## config.mk

```make
export PLATFORM = sky130hd
export DESIGN_NAME = terminal_writer
export DESIGN_NICKNAME = d
export VERILOG_FILES = /design/src/rtl/terminal_writer.sv
export SDC_FILE = /design/constraint.sdc
export NUM_CORES = 1
export LEC_CHECK = 0
export CAP_MARGIN = 10
export CORE_MARGIN = 2
export CORE_UTILIZATION = 50
export DETAILED_ROUTE_END_ITERATION = 7
export GPL_ROUTABILITY_DRIVEN = 1
export PLACE_DENSITY = 0.86
export SLEW_MARGIN = 20
export SYNTH_ARGS = -nofsm -noshare
export SYNTH_HDL_FRONTEND = slang
export SYNTH_SLANG_ARGS = --single-unit
```

## constraint.sdc

```tcl
create_clock -name clk -period 2.3 [get_ports clk]
set_input_delay 0.345 -clock clk [delete_from_list [all_inputs] [get_ports clk]]
set_output_delay 0.345 -clock clk [all_outputs]
set_load 0.02 [all_outputs]
```

## src/rtl/terminal_writer.sv

```systemverilog
`default_nettype none
// ============================================================================
// Module  : terminal_writer
// Brief   : Byte-stream text terminal writing into a character VRAM, with
//           cursor control, hardware scrolling and page clearing.
// Revision: 1.0 - initial release
// ============================================================================
module terminal_writer #(
    parameter int         COLS      = 80,
    parameter int         ROWS      = 30,
    parameter int         COL_W     = 7,
    parameter int         ROW_W     = 5,
    parameter logic [7:0] KEY_UP    = 8'h1C,
    parameter logic [7:0] KEY_DOWN  = 8'h4C,
    parameter logic [7:0] KEY_LEFT  = 8'h3C,
    parameter logic [7:0] KEY_RIGHT = 8'h5C,
    parameter int         SCROLL_EN = 1
) (
    input  logic                   clk,
    input  logic                   reset,
    input  logic                   in_valid,
    output logic                   in_ready,
    input  logic [7:0]             in_data,
    output logic                   vram_we,
    output logic [ROW_W+COL_W-1:0] vram_addr,
    output logic [7:0]             vram_data,
    input  logic [COL_W-1:0]       x,
    input  logic [ROW_W-1:0]       y,
    output logic                   cursor_active,
    output logic [COL_W-1:0]       cursor_x,
    output logic [ROW_W-1:0]       cursor_y,
    output logic [ROW_W-1:0]       top_row,
    output logic                   full
);

    typedef enum logic [1:0] {
        IDLE     = 2'd0,
        EXEC     = 2'd1,
        CLR_LINE = 2'd2,
        CLR_PAGE = 2'd3
    } state_t;

    localparam logic [COL_W-1:0] c_LAST_COL = COL_W'(COLS - 1);
    localparam logic [ROW_W-1:0] c_LAST_ROW = ROW_W'(ROWS - 1);
    localparam logic [COL_W-1:0] c_ONE_COL  = COL_W'(1);
    localparam logic [ROW_W-1:0] c_ONE_ROW  = ROW_W'(1);
    localparam logic [ROW_W:0]   c_ROWS_EXT = (ROW_W + 1)'(ROWS);
    localparam logic [7:0]       c_SPACE    = 8'h20;

    state_t                 r_state;
    logic [7:0]             r_code;
    logic [COL_W-1:0]       r_cursor_x;
    logic [ROW_W-1:0]       r_cursor_y;
    logic [ROW_W-1:0]       r_top_row;
    logic                   r_full;
    logic                   r_vram_we;
    logic [ROW_W+COL_W-1:0] r_vram_addr;
    logic [7:0]             r_vram_data;
    logic [COL_W-1:0]       r_clr_col;
    logic [ROW_W-1:0]       r_clr_row;

    logic [ROW_W:0]         w_row_sum;
    logic [ROW_W:0]         w_row_wrap;
    logic [ROW_W-1:0]       w_phys_row;
    logic [COL_W-1:0]       w_nl_x;
    logic [ROW_W-1:0]       w_nl_y;
    logic [ROW_W-1:0]       w_nl_top;
    logic                   w_nl_scroll;
    logic                   w_printable;

    // Extra bit keeps the sum exact before folding back into 0..ROWS-1
    always_comb begin
        w_row_sum  = {1'b0, r_cursor_y} + {1'b0, r_top_row};
        w_row_wrap = (w_row_sum >= c_ROWS_EXT) ? (w_row_sum - c_ROWS_EXT) : w_row_sum;
        w_phys_row = w_row_wrap[ROW_W-1:0];
    end

    // Cursor/top_row outcome of a newline, shared by 0x0A and end-of-line wrap
    always_comb begin
        w_nl_x      = '0;
        w_nl_y      = r_cursor_y;
        w_nl_top    = r_top_row;
        w_nl_scroll = 1'b0;
        if (r_cursor_y != c_LAST_ROW) begin
            w_nl_y = r_cursor_y + c_ONE_ROW;
        end else if (SCROLL_EN != 0) begin
            w_nl_top    = (r_top_row == c_LAST_ROW) ? '0 : (r_top_row + c_ONE_ROW);
            w_nl_scroll = 1'b1;
        end else begin
            w_nl_x = c_LAST_COL;
        end
    end

    assign w_printable = (r_code >= 8'h20) && (r_code <= 8'h7E);

    always_ff @(posedge clk) begin
        if (reset) begin
            r_state     <= IDLE;
            r_code      <= 8'h00;
            r_cursor_x  <= '0;
            r_cursor_y  <= '0;
            r_top_row   <= '0;
            r_full      <= 1'b0;
            r_vram_we   <= 1'b0;
            r_vram_addr <= '0;
            r_vram_data <= 8'h00;
            r_clr_col   <= '0;
            r_clr_row   <= '0;
        end else begin
            r_vram_we <= 1'b0;
            case (r_state)
                IDLE: begin
                    if (in_valid) begin
                        r_code  <= in_data;
                        r_state <= EXEC;
                    end
                end
                EXEC: begin
                    r_state <= IDLE;
                    if (r_code == KEY_UP) begin
                        if (r_cursor_y != '0) r_cursor_y <= r_cursor_y - c_ONE_ROW;
                    end else if (r_code == KEY_DOWN) begin
                        if (r_cursor_y != c_LAST_ROW) r_cursor_y <= r_cursor_y + c_ONE_ROW;
                    end else if (r_code == KEY_LEFT) begin
                        if (r_cursor_x != '0) r_cursor_x <= r_cursor_x - c_ONE_COL;
                    end else if (r_code == KEY_RIGHT) begin
                        if (r_cursor_x != c_LAST_COL) r_cursor_x <= r_cursor_x + c_ONE_COL;
                    end else if (r_code == 8'h0C) begin
                        r_state   <= CLR_PAGE;
                        r_clr_row <= '0;
                        r_clr_col <= '0;
                    end else if (r_code == 8'h0A) begin
                        r_cursor_x <= w_nl_x;
                        r_cursor_y <= w_nl_y;
                        r_top_row  <= w_nl_top;
                        if (w_nl_scroll) begin
                            r_state   <= CLR_LINE;
                            r_clr_col <= '0;
                            r_clr_row <= r_top_row;
                        end
                    end else if (r_code == 8'h0D) begin
                        r_cursor_x <= '0;
                    end else if (r_code == 8'h08) begin
                        if (r_cursor_x != '0) begin
                            r_cursor_x  <= r_cursor_x - c_ONE_COL;
                            r_vram_we   <= 1'b1;
                            r_vram_addr <= {w_phys_row, r_cursor_x - c_ONE_COL};
                            r_vram_data <= c_SPACE;
                        end
                    end else if (w_printable) begin
                        r_vram_we   <= 1'b1;
                        r_vram_addr <= {w_phys_row, r_cursor_x};
                        r_vram_data <= r_code;
                        if ((SCROLL_EN == 0) && (r_cursor_y == c_LAST_ROW) &&
                            (r_cursor_x == c_LAST_COL)) begin
                            r_full <= 1'b1;
                        end else if (r_cursor_x == c_LAST_COL) begin
                            r_cursor_x <= w_nl_x;
                            r_cursor_y <= w_nl_y;
                            r_top_row  <= w_nl_top;
                            if (w_nl_scroll) begin
                                r_state   <= CLR_LINE;
                                r_clr_col <= '0;
                                r_clr_row <= r_top_row;
                            end
                        end else begin
                            r_cursor_x <= r_cursor_x + c_ONE_COL;
                        end
                    end
                end
                // The row being blanked is the old top row, now the new bottom one
                CLR_LINE: begin
                    r_vram_we   <= 1'b1;
                    r_vram_addr <= {r_clr_row, r_clr_col};
                    r_vram_data <= c_SPACE;
                    if (r_clr_col == c_LAST_COL) begin
                        r_state <= IDLE;
                    end else begin
                        r_clr_col <= r_clr_col + c_ONE_COL;
                    end
                end
                CLR_PAGE: begin
                    r_vram_we   <= 1'b1;
                    r_vram_addr <= {r_clr_row, r_clr_col};
                    r_vram_data <= c_SPACE;
                    if (r_clr_col == c_LAST_COL) begin
                        r_clr_col <= '0;
                        if (r_clr_row == c_LAST_ROW) begin
                            r_state    <= IDLE;
                            r_cursor_x <= '0;
                            r_cursor_y <= '0;
                            r_top_row  <= '0;
                            r_full     <= 1'b0;
                        end else begin
                            r_clr_row <= r_clr_row + c_ONE_ROW;
                        end
                    end else begin
                        r_clr_col <= r_clr_col + c_ONE_COL;
                    end
                end
                default: r_state <= IDLE;
            endcase
        end
    end

    assign in_ready      = (r_state == IDLE) && !reset;
    assign vram_we       = r_vram_we;
    assign vram_addr     = r_vram_addr;
    assign vram_data     = r_vram_data;
    assign cursor_x      = r_cursor_x;
    assign cursor_y      = r_cursor_y;
    assign top_row       = r_top_row;
    assign full          = r_full;
    assign cursor_active = (x == r_cursor_x) && (y == r_cursor_y);

endmodule
`default_nettype wire

```

---- Yosys cells after proc, flatten, opt, wreduce, memory -nomap -nowiden ----
Cells that the tools add are included.
Widths: inputs -> output; s select.
cells by class
  magnitude comparators ................... 3
  add/subtract/negate cells ............... 9
  mux-type cells .......................... 121
  equality and inequality tests ........... 53
  reduce and logical (&&, ||, !) cells .... 19
operators with widths
  cell                 count
  $mux 5               40
  $mux 7               27
  $mux 12              10
  $mux 8               10
  $ne 4x4->1 const B   9
  $eq 8x4->1 const B   4
  $mux 2               15
  $pmux 5 s2           3
  $ne 2x2->1 const B   13
  $ne 5x5->1 const B   5
  $pmux 12 s2          1
  $reduce_and 11->1    2
  $ne 3x3->1 const B   7
  $pmux 7 s3           1
  $reduce_and 10->1    2
  $eq 8x7->1 const B   2
  $pmux 8 s2           1
  $add 5x1->5 const B  3
  $add 7x1->7 const B  2
  $eq 7x7->1 const B   2
  $ne 7x7->1 const B   2
  $pmux 7 s2           1
  $reduce_and 12->1    1
  $eq 5x5->1 const B   2
  other kinds (27)     40
word-level totals
  output and inout port bits .............. 41
  logic and storage cells ................. 215
  register bits ........................... 60

---- Logic depth before layout (Yosys ltp) ----
  depth after elaboration ................. 14
  mapped depth ............................ 12
  mapped depth without buffers ............ 11

---- Worst setup path before layout ----
Ideal clock, no wire load.
  path type ............................... reg2reg
  start point ............................. reg r_cursor_x[0], in the netlist cursor_x[0]
  end point ............................... reg r_vram_data[0], in the netlist vram_data[0]
  data required time ...................... 2.176 ns
  path buffers ............................ 3
  library setup time ...................... 0.124 ns
  slack ................................... -0.171 ns
  arrival ................................. 2.347 ns
  cell stages (with the launch flop) ...... 11
  path through ............................ dfxtp_1 -> clkbuf_1 -> inv_1 -> ha_1 -> nor3b_1 -> a311oi_2 -> o2111ai_1 -> buf_4 -> buf_4 -> mux2i_1 -> nor2_1
on the way
  longest elaborated chain between the ends .. 3
ends and longest elaborated chain
  what                         RTL line  text
  start, declared              52        logic [COL_W-1:0] r_cursor_x;
  start signal, assigned       125       if (r_cursor_x != '0) r_cursor_x <= r_cursor_x - c_ONE_COL;
  start signal, assigned       127       if (r_cursor_x != c_LAST_COL) r_cursor_x <= r_cursor_x + c_ONE_COL;
  start signal, assigned       133       r_cursor_x <= w_nl_x;
  $reduce_bool 7->1            144       if (r_cursor_x != '0) begin
  $ne 3x3->1 (no line)         --
  $reduce_and 10->1 (no line)  --
  end signal, assigned         148       r_vram_data <= c_SPACE;
  end signal, assigned         153       r_vram_data <= r_code;
  end signal, assigned         175       r_vram_data <= c_SPACE;
  end, declared                58        logic [7:0] r_vram_data;
No other way between the ends.
A chain may end at the register's enable or synchronous reset.

---- Final worst setup path ----
  start point ............................. reg r_top_row[0], in the netlist top_row[0]
  end point ............................... reg r_vram_addr[10], in the netlist vram_addr[10]
on the way
  longest elaborated chain between the ends .. 13
  elaborated cells on any way between the ends .. 15
  classes of those cells .................. 2 x add/sub; 1 x order compare; 12 x mux
ends and longest elaborated chain
  what                                              RTL line  text
  start, declared                                   54        logic [ROW_W-1:0] r_top_row;
  start signal, assigned                            135       r_top_row <= w_nl_top;
  start signal, assigned                            160       r_top_row <= w_nl_top;
  $add 5x5->6 (*)                                   73        w_row_sum = {1'b0, r_cursor_y} + {1'b0, r_top_row};
  $sub 5x5->5 / $ge 6x5->1 (equally long branches)  74        w_row_wrap = (w_row_sum >= c_ROWS_EXT) ? (w_row_sum - c_ROWS_EXT) : w_row_sum;
  $mux 5 (*)                                        74
  $mux 12 (on tied branches)                        150, 144
  $mux 12 (*)                                       143       end else if (r_code == 8'h08) begin
  $mux 12 (*)                                       141       end else if (r_code == 8'h0D) begin
  $mux 12 (*)                                       132       end else if (r_code == 8'h0A) begin
  $mux 12 (*)                                       128       end else if (r_code == 8'h0C) begin
  $mux 12 (*)                                       126       end else if (r_code == KEY_RIGHT) begin
  $mux 12 (*)                                       124       end else if (r_code == KEY_LEFT) begin
  $mux 12 (*)                                       122       end else if (r_code == KEY_DOWN) begin
  $mux 12 (*)                                       120       if (r_code == KEY_UP) begin
  $pmux 12 s2 (*)                                   111       case (r_state)
  end signal, assigned                              147       r_vram_addr <= {w_phys_row, r_cursor_x - c_ONE_COL};
  end signal, assigned                              152       r_vram_addr <= {w_phys_row, r_cursor_x};
  end signal, assigned                              174       r_vram_addr <= {r_clr_row, r_clr_col};
  end, declared                                     57        logic [ROW_W+COL_W-1:0] r_vram_addr;
Every way passes the cells marked *; elsewhere a longest branch is shown, timed or not. The select of a mux whose other input is x is not followed.

==> impl_metrics.json <==
{
  "clock.fmax_ghz": 0.437,
  "cap_violations": 0,
  "swShare_pct": 28.3,
  "cp_slowest_cell": "fa_2",
  "cpMostUsedCell": "ha_4",
  "cp.buffers_inverters": 2,
  "tritoncts": "done",
  "grt_pass1_vias": 4414,
  "cell_internal_pwr_mw": 1.87,
  "area_growth_pct": 36.6,
  "rows": 33,
  "clockPowerShare_pct": 42.5,
  "placed_cell_area_um2": 5380,
  "routed_wl_um": 14100,
  "avgViaCountPerCell": 6.34,
  "seq_power_share_pct": 41.5,
  "final_common_cell": "buf_4",
  "wl_met2_um": 6860,
  "worstPathCellList": "ha_4 > inv_2 > fa_2 > xor2_2 > inv_1 > ha_4 > nor2b_1 > o2111ai_1 > o21ai_1 > a31oi_1 > o22ai_1",
  "status": "finished, final reports clean",
  "finalSetupViolations": 0,
  "clock-sinks": 60,
  "maxSlewHeadroom_pct": 62.7,
  "layout_common_cells": "buf_4 (73), nor2_1 (66), clkdlybuf4s50_1 (59), dfxtp_1 (49), nand2_1 (39)",
  "final_cell_area_um2": 5820,
  "fp.coreArea_um2": 8260,
  "avgSynthCellArea_um2": 7.89,
  "cts_hold_buffers": 0,
  "p_switching_uw": 739,
  "fillers": 592,
  "antenna_found_initial": 0,
  "grt_usage_pct": 29.3,
  "die_w_um": 96.3,
  "p_total_mw": 2.61,
  "grt_pass1_wl_um": 21200,
  "rsz0062_at_grt": "true",
  "synth_seq_cells": 60,
  "worst_ep_required_time_ns": 2.52,
  "cts_root_buffer": "clkbuf_8",
  "firstDrtPassIters": 4,
  "synth_cell_type_count": 74,
  "leakagePower_nw": 2.26,
  "grt_max_degree": 52,
  "cp-end-kind": "flop",
  "final-hold-violation-count": 0,
  "arrival_ns": 2.51,
  "cts_made_buffers": 9,
  "peakVddDrop_mv": 0.283,
  "drt_iter0_drc": 517,
  "ys_seq_area_share_pct": 28.2,
  "wl_met1_um": 5470,
  "topRoutingLayerUsed": "met4",
  "placed_cells": 741,
  "place_ws_ns": -0.0416,
  "power.density_nw_per_um2": 449,
  "overflow": 0,
  "fin_hold_ws_ns": 0.392,
  "layout.cells.non_filler": 764,
  "synth-edff-count": 0,
  "synthFlopType": "dfxtp_1",
  "wl_per_cell_um": 18.5,
  "finalSetupTns_ns": 0,
  "clk-insertion-delay-late_ns": 0.36,
  "worstSetupStartpointType": "flop",
  "synth_cells": 540,
  "num_antenna_cells": 0,
  "syn_nets": 581,
  "synth-async-reset-ratio_pct": 0,
  "worstSetupPathType": "flop to flop",
  "combPwrFrac_pct": 16.1,
  "die_y_um": 96.3,
  "drc": 0,
  "critPathMaxFanout": 4,
  "wl_met3_um": 1140,
  "post-route-util_pct": 70.5,
  "dr_total_vias": 4846,
  "h-tree-depth": 3,
  "ioPinCount": 64,
  "clk_pin_slew_worst_paths_ns": 0.08,
  "place_congestion": 0.946,
  "dpl.hpwl_um": 9440,
  "fin_crit_sh_pct": 99.6,
  "die-area_um2": 9270,
  "worst_slew_pin_slew_ns": 0.559,
  "yosys_warnings": 0,
  "hold_path.class": "input pin to flop",
  "start_util_pct": 51.6,
  "finalMaxSlewViolations": 0,
  "path_delay_family": "adder cells",
  "io_buffer_count": 62,
  "drive_above_1_share_pct": 23.2,
  "fin_crit_ns": 2.29,
  "setup_slack_ns": 0.00958,
  "finClkSkew_ns": 0.00982,
  "nNetsFinal": 695,
  "drtAntennaViolNets": 0,
  "cts_max_path_buffers": 2,
  "cpPeakStageDelay_ns": 0.38,
  "synth_area_um2": 4260
}
-- kinds of logic (layout without fill, tap and decap cells) --
family | Yosys count | in the layout | share of synthesized area, %
flops | 60 | 60 | 28.2
xor+xnor | 28 | 28 | 5.76
compound gates | 150 | 150 | 24.8
buf+inv | 53 | 172 | 5.35
mux | 22 | 22 | 5.23
simple gates | 208 | 208 | 24.9
other cells | 1 | 1 | 0.0880
fa+ha+maj | 18 | 18 | 5.64
-- routing by layer --
layer | vias to the layer above | GRT usage (%)
li1 | 2202 | -
met1 | 2287 | 35.8
met2 | 283 | 48.0
met3 | 74 | 6.19
met4 | 0 | 16.3
met5 | - | 0
-- worst paths after layout --
| path | startpoint | to | slack, ns | depth (start not counted) |
|---|---|---|---|---|
| min | reset | top_row[3] | 0.39 | 3 |
| max | top_row[0] | vram_addr[10] | 0.01 | 11 |
| max reg2reg | top_row[0] | vram_addr[10] | 0.01 | 11 |
| min reg2reg | vram_data[7] | vram_data[7] | 0.49 | 1 |
-- power by group through the flow --
stage / logic, mW / registers (mW) / clock network, mW
2_1_floorplan: 0.218 / 1.11 / 0
3_3_place_gp: 0.372 / 1.10 / 0
3_5_place_dp: 0.382 / 1.10 / 0
4_1_cts: 0.388 / 1.08 / 1.10
5_1_grt: 0.446 / 1.08 / 1.15
6_report: 0.420 / 1.08 / 1.11
-- area by class of cell --
cell class	count	area, um^2	area share [%]
Clock inverter	7	100	1.72
Sequential cell	60	1220	20.9
Multi-Input combinational cell	427	2980	51.2
Clock buffer	9	124	2.13
Tap cell	105	131	2.26
Inverter	19	71.3	1.23
Timing Repair Buffer	137	1200	20.6
-- sequential cells by signal (all words and copies together) (netlist names) --
name / count
vram_addr: 12
vram_we: 1
top_row: 5
r_clr_row: 5
cursor_x: 7
r_state: 2
r_clr_col: 7
vram_data: 8
r_code: 8
cursor_y: 5
-- synth_stat cells, types with 14 or more instances --
cell type,instances,area share (%)
nand2_1,39,3.4
inv_1,19,1.7
mux2i_1,20,4.7
xnor2_1,22,4.5
ha_1,16,4.7
nor2_1,66,5.8
dfxtp_1,60,28
a31oi_1,14,2.1
nand3_1,20,2.3
o21ai_0,29,3.4
clkbuf_1,21,1.9
a21oi_1,35,4.1
-- worst register-to-register path, cell delays in order, from the launching register on --
cell       delay, ns
dfxtp_2         0.36
ha_4            0.15
inv_2           0.04
fa_2            0.38
xor2_2          0.25
inv_1           0.12
ha_4            0.19
nor2b_1         0.14
o2111ai_1       0.10
o21ai_1         0.10
a31oi_1         0.22
o22ai_1         0.11
-- repair_timing --
item	CTS	global route
cloned	0	0
pin swaps	3	20
setup buffers	1	7
setup endpoints to repair	7	31
endpoints found under the hold margin	0	0
resized for setup	5	44
(Power assumes the default switching activity.)
